--- src/rtl/jk_reg_bank.sv ---
// jk_reg_bank: WIDTH-bit register where every bit has its own J/K pair, plus
// whole-word modes (load, shift left/right, count up/down, complement).
//
// Ports:
//   clk_i      rising-edge clock
//   rst_i      synchronous active-high reset; wins over en_i and mode_i
//   en_i       clock enable; 0 holds q, q_barra and co
//   mode_i     operation select:
//              000 HOLD, 001 JK, 010 LOAD, 011 SHL,
//              100 SHR, 101 INC, 110 DEC, 111 CPL
//   j_i, k_i   per-bit J/K inputs (JK mode only)
//   d_i        parallel load data (LOAD mode only)
//   ser_in_i   serial input bit for the shift modes
//   q_o        register value
//   q_barra_o  registered complement of q_o, always in step with it
//   co_o       registered carry / borrow / shift-out flag
//   zero_o     combinational, 1 when q_o is zero
module jk_reg_bank #(
    parameter int unsigned           WIDTH     = 8,
    parameter logic [WIDTH-1:0]      RESET_VAL = '0
) (
    input  logic             clk_i,
    input  logic             rst_i,
    input  logic             en_i,
    input  logic [2:0]       mode_i,
    input  logic [WIDTH-1:0] j_i,
    input  logic [WIDTH-1:0] k_i,
    input  logic [WIDTH-1:0] d_i,
    input  logic             ser_in_i,
    output logic [WIDTH-1:0] q_o,
    output logic [WIDTH-1:0] q_barra_o,
    output logic             co_o,
    output logic             zero_o
);

    typedef enum logic [2:0] {
        ModeHold = 3'b000,
        ModeJk   = 3'b001,
        ModeLoad = 3'b010,
        ModeShl  = 3'b011,
        ModeShr  = 3'b100,
        ModeInc  = 3'b101,
        ModeDec  = 3'b110,
        ModeCpl  = 3'b111
    } mode_e;

    // Declaration initialisers give the power-up state on targets that honour them.
    logic [WIDTH-1:0] q_q       = RESET_VAL;
    logic [WIDTH-1:0] q_barra_q = ~RESET_VAL;
    logic             co_q      = 1'b0;

    logic [WIDTH-1:0] q_d;
    logic             co_d;
    logic [WIDTH:0]   inc_sum;
    logic [WIDTH:0]   dec_diff;

    // One extra bit catches the wrap: carry out of INC, borrow out of DEC.
    assign inc_sum  = {1'b0, q_q} + {{WIDTH{1'b0}}, 1'b1};
    assign dec_diff = {1'b0, q_q} - {{WIDTH{1'b0}}, 1'b1};

    always_comb begin
        q_d  = q_q;
        co_d = co_q;
        if (en_i) begin
            case (mode_e'(mode_i))
                ModeHold: begin
                    q_d  = q_q;
                    co_d = co_q;
                end
                ModeJk: begin
                    // Per bit: set where j=1 and q=0, keep where k=0 and q=1.
                    q_d = (j_i & ~q_q) | (~k_i & q_q);
                end
                ModeLoad: begin
                    q_d  = d_i;
                    co_d = 1'b0;
                end
                ModeShl: begin
                    q_d  = {q_q[WIDTH-2:0], ser_in_i};
                    co_d = q_q[WIDTH-1];
                end
                ModeShr: begin
                    q_d  = {ser_in_i, q_q[WIDTH-1:1]};
                    co_d = q_q[0];
                end
                ModeInc: begin
                    q_d  = inc_sum[WIDTH-1:0];
                    co_d = inc_sum[WIDTH];
                end
                ModeDec: begin
                    q_d  = dec_diff[WIDTH-1:0];
                    co_d = dec_diff[WIDTH];
                end
                ModeCpl: begin
                    q_d  = ~q_q;
                    co_d = 1'b0;
                end
                default: begin
                    q_d  = q_q;
                    co_d = co_q;
                end
            endcase
        end
    end

    // q and q_barra share one block so they can never be out of step.
    always_ff @(posedge clk_i) begin
        if (rst_i) begin
            q_q       <= RESET_VAL;
            q_barra_q <= ~RESET_VAL;
            co_q      <= 1'b0;
        end else begin
            q_q       <= q_d;
            q_barra_q <= ~q_d;
            co_q      <= co_d;
        end
    end

    assign q_o       = q_q;
    assign q_barra_o = q_barra_q;
    assign co_o      = co_q;
    assign zero_o    = (q_q == '0);

endmodule

--- config.mk ---
export PLATFORM = sky130hd
export DESIGN_NAME = jk_reg_bank
export DESIGN_NICKNAME = d
export VERILOG_FILES = /design/src/rtl/jk_reg_bank.sv
export SDC_FILE = /design/constraint.sdc
export NUM_CORES = 1
export LEC_CHECK = 0
export BUFFER_PORTS_ARGS = -buffer_cell sky130_fd_sc_hd__buf_2
export CAP_MARGIN = 40
export CORE_MARGIN = 2
export CORE_UTILIZATION = 30
export DETAILED_ROUTE_END_ITERATION = 16
export GPL_ROUTABILITY_DRIVEN = 0
export PLACE_DENSITY = 0.56
export SLEW_MARGIN = 20
export SYNTH_ARGS = -nofsm -noshare
export SYNTH_HDL_FRONTEND = slang
export SYNTH_SLANG_ARGS = --single-unit
--- constraint.sdc ---
create_clock -name clk_i -period 3 [get_ports clk_i]
set_clock_uncertainty 0.1 [all_clocks]
set_input_delay 0.3 -clock clk_i [delete_from_list [all_inputs] [get_ports clk_i]]
set_output_delay 0.3 -clock clk_i [all_outputs]
set_load 0.1 [all_outputs]
# ---- Yosys cells after proc, flatten, opt, wreduce, memory -nomap -nowiden
# Index checks and enable logic that the tools add are counted.
dict set report classes {
  bitwise_logic 6
  n_mux 3
  reduce_logical 5
  n_eq_ne 7
  n_addsub 2
}
# op count
set op_table {}
lappend op_table {{8-bit case mux with 8 select lines} 1}
lappend op_table {{8-bit inverter} 3}
lappend op_table {{8-bit AND} 2}
lappend op_table {{3-bit == test, second input constant} 4}
lappend op_table {{8-bit by 1-bit adder with 9-bit output, second input constant} 1}
lappend op_table {{8-bit by 1-bit subtractor with 9-bit output, second input constant} 1}
lappend op_table {{8-bit zero test} 1}
lappend op_table {{8-bit 2-to-1 mux} 1}
lappend op_table {{8-bit OR} 1}
lappend op_table {{3-bit by 2-bit == test with 1-bit output, second input constant} 2}
lappend op_table {{1-bit case mux with 5 select lines} 1}
lappend op_table {{5-bit nonzero test} 1}
lappend op_table {{3-bit by 1-bit == test with 1-bit output, second input constant} 1}
lappend op_table {{3-bit zero test} 1}
lappend op_table {{2-bit AND reduction} 1}
lappend op_table {{2-bit OR reduction} 1}
dict set report totals {
  reg_bits 17
  in_bits 31
  elab_cells 26
  out_inout_bits 18
}

# ---- Depth between registers and ports, before layout
# Gate-level depths: netlist (run 1).
dict set report depth {
  ltp_word 6
  ltp_mapped 8
  mapped_depth_nobuf 7
}

# ---- Least setup slack after synthesis (run 1)
# OpenSTA, ideal clock, no wires.
dict set report synth_path {
  path_kind {flip-flop to flip-flop}
  startpoint {reg q_q[0], in the netlist q_o[0]}
  endpoint {reg q_q[2], in the netlist q_o[2]}
  setup_slack_ns 0.051
  required_time_ns 2.768
  arrival_time_ns 2.717
  period_less_slack_ns 2.949
  path_stages_with_launch 8
  path_buffers 1
  setup_ns 0.132
  path_cell_list {dfxtp_1 -> clkbuf_1 -> inv_1 -> ha_1 -> or2_2 -> mux4_1 -> a311oi_1 -> nor3_1}
}
dict set report synth_between {
  elab_chain_cells 3
  elab_cells_between_ends 4
  cone_classes {2 x add/sub; 2 x mux}
}
# item line
set synth_lines {}
lappend synth_lines {{start, declared} 48} ;# logic [WIDTH-1:0] q_q = RESET_VAL;
lappend synth_lines {{start signal, assigned} 113} ;# q_q <= q_d;
lappend synth_lines {{8-bit by 1-bit subtractor with 9-bit output / 8-bit by 1-bit adder with 9-bit output (equally long branches)} {59, 58}}
lappend synth_lines {{8-bit case mux with 8 select lines *} 65} ;# case (mode_e'(mode_i))
lappend synth_lines {{8-bit 2-to-1 mux *} 64} ;# if (en_i) begin
# Mark *: on every way between the ends. The rest lies on a longest branch, timed or not.
# A chain may end at the register's enable or synchronous reset.

# ---- Worst setup path in the final report (run 1)
# Same ends and word-level chain as after synthesis.

==> results of run 1 <==
==> placed cells by master, fill, tap and decap left out, types with 2 or more instances in the layout <==
master      n
ha_1        3
inv_1       9
a211o_1     2
a221oi_1    2
clkbuf_8    3
or3_1       3
a311oi_1    3
nand3_1     7
o211ai_1    2
a211oi_1    6
and3_1      3
nand2_1    24
a22o_1      2
and4_1      2
nor3_1      5
dfxtp_1    17
nand2b_1    2
o2111ai_1   2
nor4_1      3
o21ai_0    13
buf_2      48
a311o_1     2
o31ai_1     2
nor2_1     14
nor2b_1     5
a21oi_1    13
o32ai_1     2
buf_4       4
xnor2_1     3
==> where the power goes <==
part           switching, mW  internal (mW)
sequential            0.0347          0.245
combinational          0.263          0.101
clock                 0.0889         0.0946
total                  0.387          0.440
==> synthesized netlist by cell type, types with 2 or more instances <==
cell       number
a311o_1         2
nand2_1        24
a211oi_1        6
o21ai_0        13
buf_1           3
nor3_1          5
buf_2           8
ha_1            3
nor2_1         14
nor4_1          3
clkbuf_1        5
o211ai_1        2
a211o_1         2
dfxtp_1        17
and3_1          3
nand3_1         7
or3_1           3
o2111ai_1       2
o32ai_1         2
o31ai_1         2
a311oi_1        3
a221oi_1        2
a22o_1          2
nor2b_1         5
and4_1          2
a21oi_1        13
inv_1           9
nand2b_1        2
xnor2_1         3
==> logic make-up (layout without fill, tap and decap cells) <==
logic type               Yosys count  after routing  synth area share (%)
flip-flops                        17             17                  23.1
multiplexers                       3              3                  3.23
XOR/XNOR                           4              4                  2.38
buffers and inverters             27             65                  8.34
adder cells (fa/ha/maj)            3              3                  2.55
AND/OR/NAND/NOR                   77             77                  27.7
AO/OA/AOI/OAI                     68             68                  32.7
==> critical path: stages (launching register included) <==
cell	delay (ns)
dfxtp_1	0.59
inv_1	0.16
ha_1	0.26
or2_2	0.27
mux4_1	0.48
a311oi_1	0.34
nor3_1	0.09
==> per-layer routing <==
layer  vias to the layer above  global-route usage, %  share of wire [%]
met5                         -                      0                  0
met1                       748                   26.2                 48
met4                         0                   6.67                2.0
met3                        10                   3.52                7.6
li1                        820                      -                  -
met2                        67                   25.6                 42
==> through the flow <==
step,cell area [sq um],hold WS (ns),setup slack [ns],utilization (%)
floorplan,1470,0.304,0.0513,-
global placement,1740,0.414,0.719,36.7
detailed placement,1740,0.422,0.611,36.7
CTS,1780,0.263,0.608,37.7
global route,1780,0.279,0.465,37.7
finish,1780,0.262,0.598,37.7
==> area by class of cell <==
class / count / area [sq um] / area share (%)
inverters: 9 / 33.8 / 1.90
clock buffers: 4 / 45.0 / 2.53
multi-input cells: 155 / 1010 / 56.6
flip-flops and latches: 17 / 340 / 19.1
well taps: 67 / 83.8 / 4.71
repair buffers: 52 / 270 / 15.2
==> path summary, 6_finish.rpt <==
check / cells past startpoint / from / end / slack, ns
hold / removal: 3 / d_i[3] / q_o[3]$_SDFF_PP0_ / 0.26
setup reg to reg: 6 / q_o[0]$_SDFF_PP0_ / q_o[2]$_SDFF_PP0_ / 0.60
setup / recovery: 6 / q_o[0]$_SDFF_PP0_ / q_o[2]$_SDFF_PP0_ / 0.60
hold reg to reg: 2 / co_o$_SDFFE_PP0P_ / co_o$_SDFFE_PP0P_ / 0.42
==> key figures, run 1 <==
Yosys
  – Register area share after synthesis: between 20 and 25%
  – Post-Syn Area: ~1500 sq um
  – Mapped Cells: between 150 and 200
  – Dominant cells by area after synthesis: dfxtp_1 (23%), nand2_1 (6.1%), a21oi_1 (4.4%), o21ai_0 (4.4%), nor2_1 (3.6%)
  – Post-synthesis async set-or-reset flop share: 0%
  – Syn avg cell area: 7.39 sq um
  – Post-synth cell types: 61
  – Post-synth EDFFs: 0
  – Synth area leader: dfxtp_1
  – Most used flip-flop cell after synthesis: dfxtp_1
  – Share of the synthesized area in the top cell type: between 20 and 25%
  – Mapped Nets: 233
  – Ys Warns: 0
  – Flops & latches, synth: 17

Place
  – Final HPWL DP: 3.29 mm
  – IO Port Bufs: 48
  – Inst Count DP: 300

Critical path
  – Setup CP Type: register to register
  – Critical path endpoint category: register
  – CP Launch Type: register
  – Crit path arrival time: roughly 2.5 ns
  – Crit path max fanout: 12
  – Worst path required time: between 3 and 4 ns

Cells and area
  – Layout Cells excl Fill: approximately 300
  – N_diodes: 0
  – Fillcell total: 510
  – Area Overhead vs Synth: 21.1%
  – Final layout net count: 272
  – Share of layout cells above drive strength 1: around a quarter

Routing
  – Via Count: between 1500 and 2000
  – Antenna viol nets, final: 0
  – Drt first pass iters: 4
  – WL/cell: between 15 and 20 um
  – DRC: 0
  – DR vias/cell: 5.41
  – Final wirelength: roughly 4.6 mm
  – Initial drt markers: between 100 and 150

GRT
  – Largest net degree at the start of global routing: 24
  – Vias in the first global route: roughly 1500
  – GRT Total Usage: between 10% and 20%
  – First-pass GRT wire length: approximately 7.6 mm
  – Initial antenna violation count: 0
  – GRT Residual Overflow: 0

Floorplanning
  – Die W: 74.0 um
  – Starting Density: a little under a third
  – Die height: between 70 and 80 um
  – Core Region: approximately 4700 sq um
  – I/O Pins: 49
  – FP Rows: 25
  – Die area: between 5000 and 6000 sq um

Status
  – Status: finished, final reports clean

Flow run
  – Max-cap violations: 0

CTS
  – Clock slew at the register clock pins of the worst setup and hold paths: 0.08 ns
  – CTS root buffer: clkbuf_8
  – # clock sinks: 17
  – CTS tree: built
  – Post_cts resized: 0
  – CTS max path bufs: 2
  – CTS Buf Count: 3
  – Setup Fix Bufs, Post-CTS: 0
  – Worst-Skew Late Latency: 0.26 ns
  – CTS Hold Bufs: 0
  – # H-tree levels: 1

STA
  – Final setup violation count: 0
  – Final Cycle Share: 80.1%
  – Hold Fails Final Rpt: 0
  – Final count of pins violating max slew: 0
  – Max-Slew Margin vs Limit: between 60 and 70%
  – Worst slew pin tran: 0.530 ns
  – RSZ-0062 raised after global routing: false
  – Post-layout min period: about 2.4 ns
  – Setup TNS: 0 ns
  – Fmax: between 0.4 and 0.5 GHz

Power
  – Static leakage: just over 0.7 nW
  – Cell Pwr Density: 464 nW/um^2
  – Worst IR drop on VDD: approximately 0.17 mV
  – Tot Pwr: just over 800 uW

Min path
  – Hold Path Class: input pin to register
Note: power is estimated with default switching activity, not from simulation.
==> run 2: changes to the inputs <==
==> constraint.sdc (replaced) <==
create_clock -name clk_i -period 2.3 [get_ports clk_i]
set_clock_uncertainty 0.1 [all_clocks]
set_input_delay 0.23 -clock clk_i [delete_from_list [all_inputs] [get_ports clk_i]]
set_output_delay 0.23 -clock clk_i [all_outputs]
set_load 0.1 [all_outputs]
==> key figures, run 2 (same netlist as run 1, synthesis figures left out) <==
Status
  – Status: finished, final reports clean

STA
  – Max-Slew Margin vs Limit: 62.1% (-2.5 points)
  – Fmax: 0.468 GHz
  – Post-layout min period: 2.14 ns
  – Setup TNS: 0 ns (unchanged)
  – Hold Fails Final Rpt: 0 (unchanged)
  – Final setup violation count: 0 (unchanged)
  – Final worst slack: 0.163 ns (-0.435 ns)
  – Final Cycle Share: 92.9%
  – Min Hold Slack: 0.201 ns (-0.0602 ns)
  – Worst slew pin tran: 0.568 ns (+0.0375 ns)
  – Final count of pins violating max slew: 0 (unchanged)
  – RSZ-0062 raised after global routing: false

Routing
  – DR vias/cell: 5.52 (+2.0%)
  – Antenna viol nets, final: 0 (unchanged)
  – Via Count: 1727 (+5.0%)
  – Final wirelength: 4.79 mm (+3.5%)
  – DRC: 0 (unchanged)
  – WL/cell: 15.3 um (+0.55%)
  – Initial drt markers: 155 (+12%)
  – Drt first pass iters: 4 (unchanged)

Critical path
  – Setup CP Type: register to primary output
  – R2r startpoint: q_o[0]$_SDFF_PP0_
  – Crit path max fanout: 14 (+2)
  – R2r setup slk: 0.19 ns (-0.41 ns)
  – Worst path required time: 1.97 ns (-1.08 ns)
  – R2r worst-path depth: 6 (unchanged)
  – Worst reg2reg endpoint: q_barra_o[6]$_SDFF_PP1_
  – Crit path arrival time: 1.81 ns (-0.64 ns)
  – CP Launch Type: register
  – Critical path endpoint category: primary output

Place
  – IO Port Bufs: 48 (unchanged)
  – Instance area at placement: 1820 sq um (+4.8%)
  – Final HPWL DP: 3.61 mm (+9.8%)
  – Inst Count DP: 309 (+3.0%)
  – Setup WS pre-CTS: 0.265 ns (-0.346 ns)

Power
  – Static leakage: 0.752 nW (+6.6%)
  – Cell Pwr Density: 590 nW/um^2 (+27%)
  – Tot Pwr: 1.10 mW (+33%)
  – Worst IR drop on VDD: 0.166 mV (-0.62%)

CTS
  – # clock sinks: 17 (unchanged)
  – CTS Buf Count: 3 (unchanged)
  – Worst-Skew Late Latency: 0.26 ns (about the same)
  – Clock slew at the register clock pins of the worst setup and hold paths: 0.07 ns (about the same)
  – CTS root buffer: clkbuf_8
  – # H-tree levels: 1 (unchanged)
  – CTS max path bufs: 2 (unchanged)
  – Setup Fix Bufs, Post-CTS: 0 (unchanged)
  – CTS tree: built

Cells and area
  – Most common cell after layout, fill and taps aside: buf_2
  – Fin util: 39.6% (+1.9 points)
  – Final Cell Area: 1870 sq um (+5.0%)
  – N_diodes: 0 (unchanged)
  – Area Overhead vs Synth: 27.1%
  – Layout Cells excl Fill: 313 (+3.0%)
  – Final layout net count: 281 (+3.3%)
  – Share of layout cells above drive strength 1: 32.5% (+6.8 points)
  – Commonest non-fill, non-tap cells in the layout: buf_2 (48), nand2_1 (24), nor2_1 (14)

Floorplanning
  – Die area: 5480 sq um (unchanged)
  – Core Region: 4720 sq um (unchanged)
  – FP Rows: 25 (unchanged)
  – Starting Density: 31.1% (unchanged)
  – Die height: 74.0 um (unchanged)
  – Die W: 74.0 um (unchanged)
  – I/O Pins: 49 (unchanged)

GRT
  – GRT Total Usage: 18.5% (+0.67 points)
  – Largest net degree at the start of global routing: 24 (unchanged)
  – GRT Residual Overflow: 0 (unchanged)
  – Initial antenna violation count: 0 (unchanged)
  – First-pass GRT wire length: 7.82 mm (+3.6%)
  – Vias in the first global route: 1599 (+3.7%)

Min path
  – Endpoint, Worst Hold: q_o[3]$_SDFF_PP0_
  – Hold Path Origin: d_i[3]
  – Hold Path Class: input pin to register
  – Hold Crit Depth: 3 (unchanged)

Flow run
  – Max-cap violations: 0 (unchanged)
==> run 2: changes by cell type in the layout (fill, tap and decap cells not counted), sizes merged <==
cell / delta
buf: +9
==> run 2: worst max-delay path by stage <==
| stage | from | slack (ns) | endpoint | depth (start not counted) |
|---|---|---|---|---|
| after CTS | q_o[4]$_SDFF_PP0_ | 0.04 | zero_o | 3 |
| after floorplan | q_o[0]$_SDFF_PP0_ | 0.01 | q_o[2]$_SDFF_PP0_ | 7 |
| after detailed placement | q_o[0]$_SDFF_PP0_ | 0.27 | q_o[2]$_SDFF_PP0_ | 6 |
| final | q_o[4]$_SDFF_PP0_ | 0.16 | zero_o | 3 |
| after global placement | q_o[4]$_SDFF_PP0_ | 0.30 | zero_o | 3 |
| after global routing | q_o[0]$_SDFF_PP0_ | 0.007 | q_barra_o[6]$_SDFF_PP1_ | 6 |
==> run 2: repair_timing <==
action | in CTS | in global routing
setup endpoints to repair | 0 | 1
hold buffers | 0 | 0
gates resized for setup | 0 | 1
==> run 2: worst max-delay path, stage by stage (launching register included) <==
cell and delay, ns:
dfxtp_1 0.49, nor4_2 0.37, and4_2 0.27, buf_2 0.42
==> run 2: cell type report <==
type	count	area, sq um
fill	514	2850
multi-input combinational	155	1020
sequential	17	352
timing repair buffer	61	338
tap	67	83.8
clock buffer	4	45.0
inverter	9	33.8
==> run 2: per-layer routing <==
metal,track usage [%],share of wire (%)
met4,7.68,2.4
met2,26.5,41
met3,2.98,9.1
met1,27.4,47
met5,0,0
==> run 2: power by group <==
part | switching (mW) | internal, mW
clock network | 0.110 | 0.123
logic | 0.370 | 0.148
registers | 0.0314 | 0.321
total | 0.511 | 0.592
==> run 3: changes to the inputs <==
--- a/config.mk
+++ b/config.mk
@@ -11,8 +11,7 @@
 export CORE_UTILIZATION = 30
 export DETAILED_ROUTE_END_ITERATION = 16
 export GPL_ROUTABILITY_DRIVEN = 0
-export PLACE_DENSITY = 0.56
-export SLEW_MARGIN = 20
+export PLACE_DENSITY = 0.58
 export SYNTH_ARGS = -nofsm -noshare
 export SYNTH_HDL_FRONTEND = slang
 export SYNTH_SLANG_ARGS = --single-unit
==> constraint.sdc (replaced) <==
create_clock -name clk_i -period 1.95 [get_ports clk_i]
set_clock_uncertainty 0.1 [all_clocks]
set_input_delay 0.195 -clock clk_i [delete_from_list [all_inputs] [get_ports clk_i]]
set_output_delay 0.195 -clock clk_i [all_outputs]
set_load 0.1 [all_outputs]
==> key figures, run 3 (same netlist as run 1, synthesis figures left out) <==
Status
  – Status: finished, final reports clean

Cells and area
  – N_diodes: 0 (unchanged)
  – Most common cell after layout, fill and taps aside: buf_2
  – Final layout net count: 288 (+2.5%)
  – Share of layout cells above drive strength 1: 38.3% (+5.8 points)
  – Commonest non-fill, non-tap cells in the layout: buf_2 (47), nand2_1 (24), buf_4 (20)
  – Final Cell Area: 2000 sq um (+7.2%)
  – Fillcell total: 503 (-2.1%)
  – Area Overhead vs Synth: 36.3%
  – Fin util: 42.4% (+2.8 points)

Min path
  – Endpoint, Worst Hold: q_o[3]$_SDFF_PP0_
  – Hold Path Origin: d_i[3]
  – Hold Path Class: input pin to register
  – Hold Crit Depth: 3 (unchanged)

Power
  – Cell Pwr Density: 673 nW/um^2 (+14%)
  – Static leakage: 0.805 nW (+7.1%)
  – Worst IR drop on VDD: 0.258 mV (+55%)

Routing
  – Via Count: 1717 (-0.58%)
  – DR vias/cell: 5.37 (-2.8%)
  – Final wirelength: 4.95 mm (+3.3%)
  – Drt first pass iters: 4 (unchanged)
  – Antenna viol nets, final: 0 (unchanged)
  – Initial drt markers: 78 (-50%)
  – WL/cell: 15.5 um (+1.0%)
  – DRC: 0 (unchanged)

Floorplanning
  – FP Rows: 25 (unchanged)
  – Starting Density: 31.1% (unchanged)
  – Die W: 74.0 um (unchanged)
  – Die area: 5480 sq um (unchanged)
  – Core Region: 4720 sq um (unchanged)
  – Die height: 74.0 um (unchanged)
  – I/O Pins: 49 (unchanged)

GRT
  – Largest net degree at the start of global routing: 16 (-33%)
  – Initial antenna violation count: 0 (unchanged)
  – First-pass GRT wire length: 7.83 mm (about the same)
  – GRT Residual Overflow: 0 (unchanged)
  – GRT Total Usage: 18.7% (+0.22 points)
  – Vias in the first global route: 1565 (-2.1%)

Critical path
  – CP max-delay cell: or4_4
  – Setup CP Type: register to register
  – Crit path arrival time: 1.93 ns (+0.12 ns)
  – Crit path buffers/inverters: 0 (-1)
  – R2r setup slk: 0.07 ns (-0.12 ns)
  – R2r startpoint: q_o[2]$_SDFF_PP0_
  – Critical path endpoint category: register
  – Worst path required time: 2.00 ns (+0.03 ns)
  – Critical path's largest stage delay: 0.58 ns (+0.09 ns)
  – Crit-path cells: or4_4, nor4_4, xor2_1, nand2_1, a311o_1
  – CP top delay family: simple AND/OR/NAND/NOR gates
  – Crit path max fanout: 6 (-8)
  – CP Launch Type: register
  – R2r worst-path depth: 5 (-1)
  – Worst reg2reg endpoint: q_barra_o[7]$_SDFF_PP1_

STA
  – Fmax: roughly 0.53 GHz
  – Hold Fails Final Rpt: 0 (unchanged)
  – Max-Slew Margin vs Limit: 67.3% (+5.2 points)
  – Final setup violation count: 0 (unchanged)
  – Post-layout min period: ~1.9 ns
  – Final count of pins violating max slew: 0 (unchanged)
  – RSZ-0062 raised after global routing: true
  – Worst slew pin tran: 0.494 ns (-0.0735 ns)
  – Final Cycle Share: a little over nine tenths

Place
  – IO Port Bufs: 48 (unchanged)
  – Instance area at placement: 1920 sq um (+5.6%)
  – Final HPWL DP: 3.79 mm (+4.9%)

CTS
  – CTS tree: built
  – CTS root buffer: clkbuf_8
  – # clock sinks: 17 (unchanged)
  – # H-tree levels: 1 (unchanged)
  – Post_cts resized: 0 (unchanged)
  – CTS max path bufs: 2 (unchanged)
  – Worst-Skew Late Latency: 0.26 ns (about the same)
  – Clock slew at the register clock pins of the worst setup and hold paths: 0.07 ns (about the same)
  – Setup Fix Bufs, Post-CTS: 0 (unchanged)
  – CTS Hold Bufs: 0 (unchanged)
  – CTS Buf Count: 3 (unchanged)

Flow run
  – Max-cap violations: 0 (unchanged)
-- run 3: tightest hold or removal path: cells and delay by family --
kind / cells / cell delay, ns
compound gates: 1 / 0.12
buf+inv: 1 / 0.09
simple gates: 1 / 0.07
-- run 3: per-layer routing --
metal,wire length [um],track usage (%)
met1,2300,26.6
met3,347,2.71
met2,2250,29.7
met5,0,0
met4,51,5.25
-- run 3: final cells by class --
| class | instances | area (sq um) | share of cell area, % |
|---|---|---|---|
| sequential | 17 | 360 | 18.0 |
| timing repair buffer | 68 | 405 | 20.2 |
| multi-input combinational | 155 | 1070 | 53.4 |
| tap | 67 | 83.8 | 4.18 |
| clock buffer | 4 | 45.0 | 2.25 |
| inverter | 9 | 38.8 | 1.94 |
-- run 3: report_power, final --
part / internal (mW) / switching, mW / leakage (nW)
clock: 0.146 / 0.136 / 0.0228
sequential: 0.378 / 0.0450 / 0.145
combinational: 0.203 / 0.439 / 0.638
total: 0.727 / 0.620 / 0.805
-- run 3: stage by stage --
stage	total power [mW]	setup WS, ns	cells	hold slack (ns)	TNS [ns]
global placement	1.05	0.0864	316	0.420	0
global route	1.41	-0.0201	320	0.181	-0.0283
detailed placement	1.06	0.0475	316	0.421	0
finish	1.35	0.0715	320	0.147	0
CTS	1.34	0.0385	320	0.152	0
floorplan	0.900	-0.223	199	0.197	-0.628
-- run 3: worst max-delay path by stage --
stage / startpoint / depth (start not counted) / end / slack (ns)
2_1_floorplan: q_o[0]$_SDFF_PP0_ / 7 / q_barra_o[2]$_SDFF_PP1_ / -0.22
3_5_place_dp: q_o[1]$_SDFF_PP0_ / 6 / q_o[2]$_SDFF_PP0_ / 0.05
4_1_cts: register / 3 / zero_o / 0.04
5_1_grt: q_o[1]$_SDFF_PP0_ / 7 / q_barra_o[6]$_SDFF_PP1_ / -0.02
6_report: q_o[2]$_SDFF_PP0_ / 5 / q_barra_o[7]$_SDFF_PP1_ / 0.07
3_3_place_gp: q_o[2]$_SDFF_PP0_ / 5 / q_barra_o[7]$_SDFF_PP1_ / 0.09
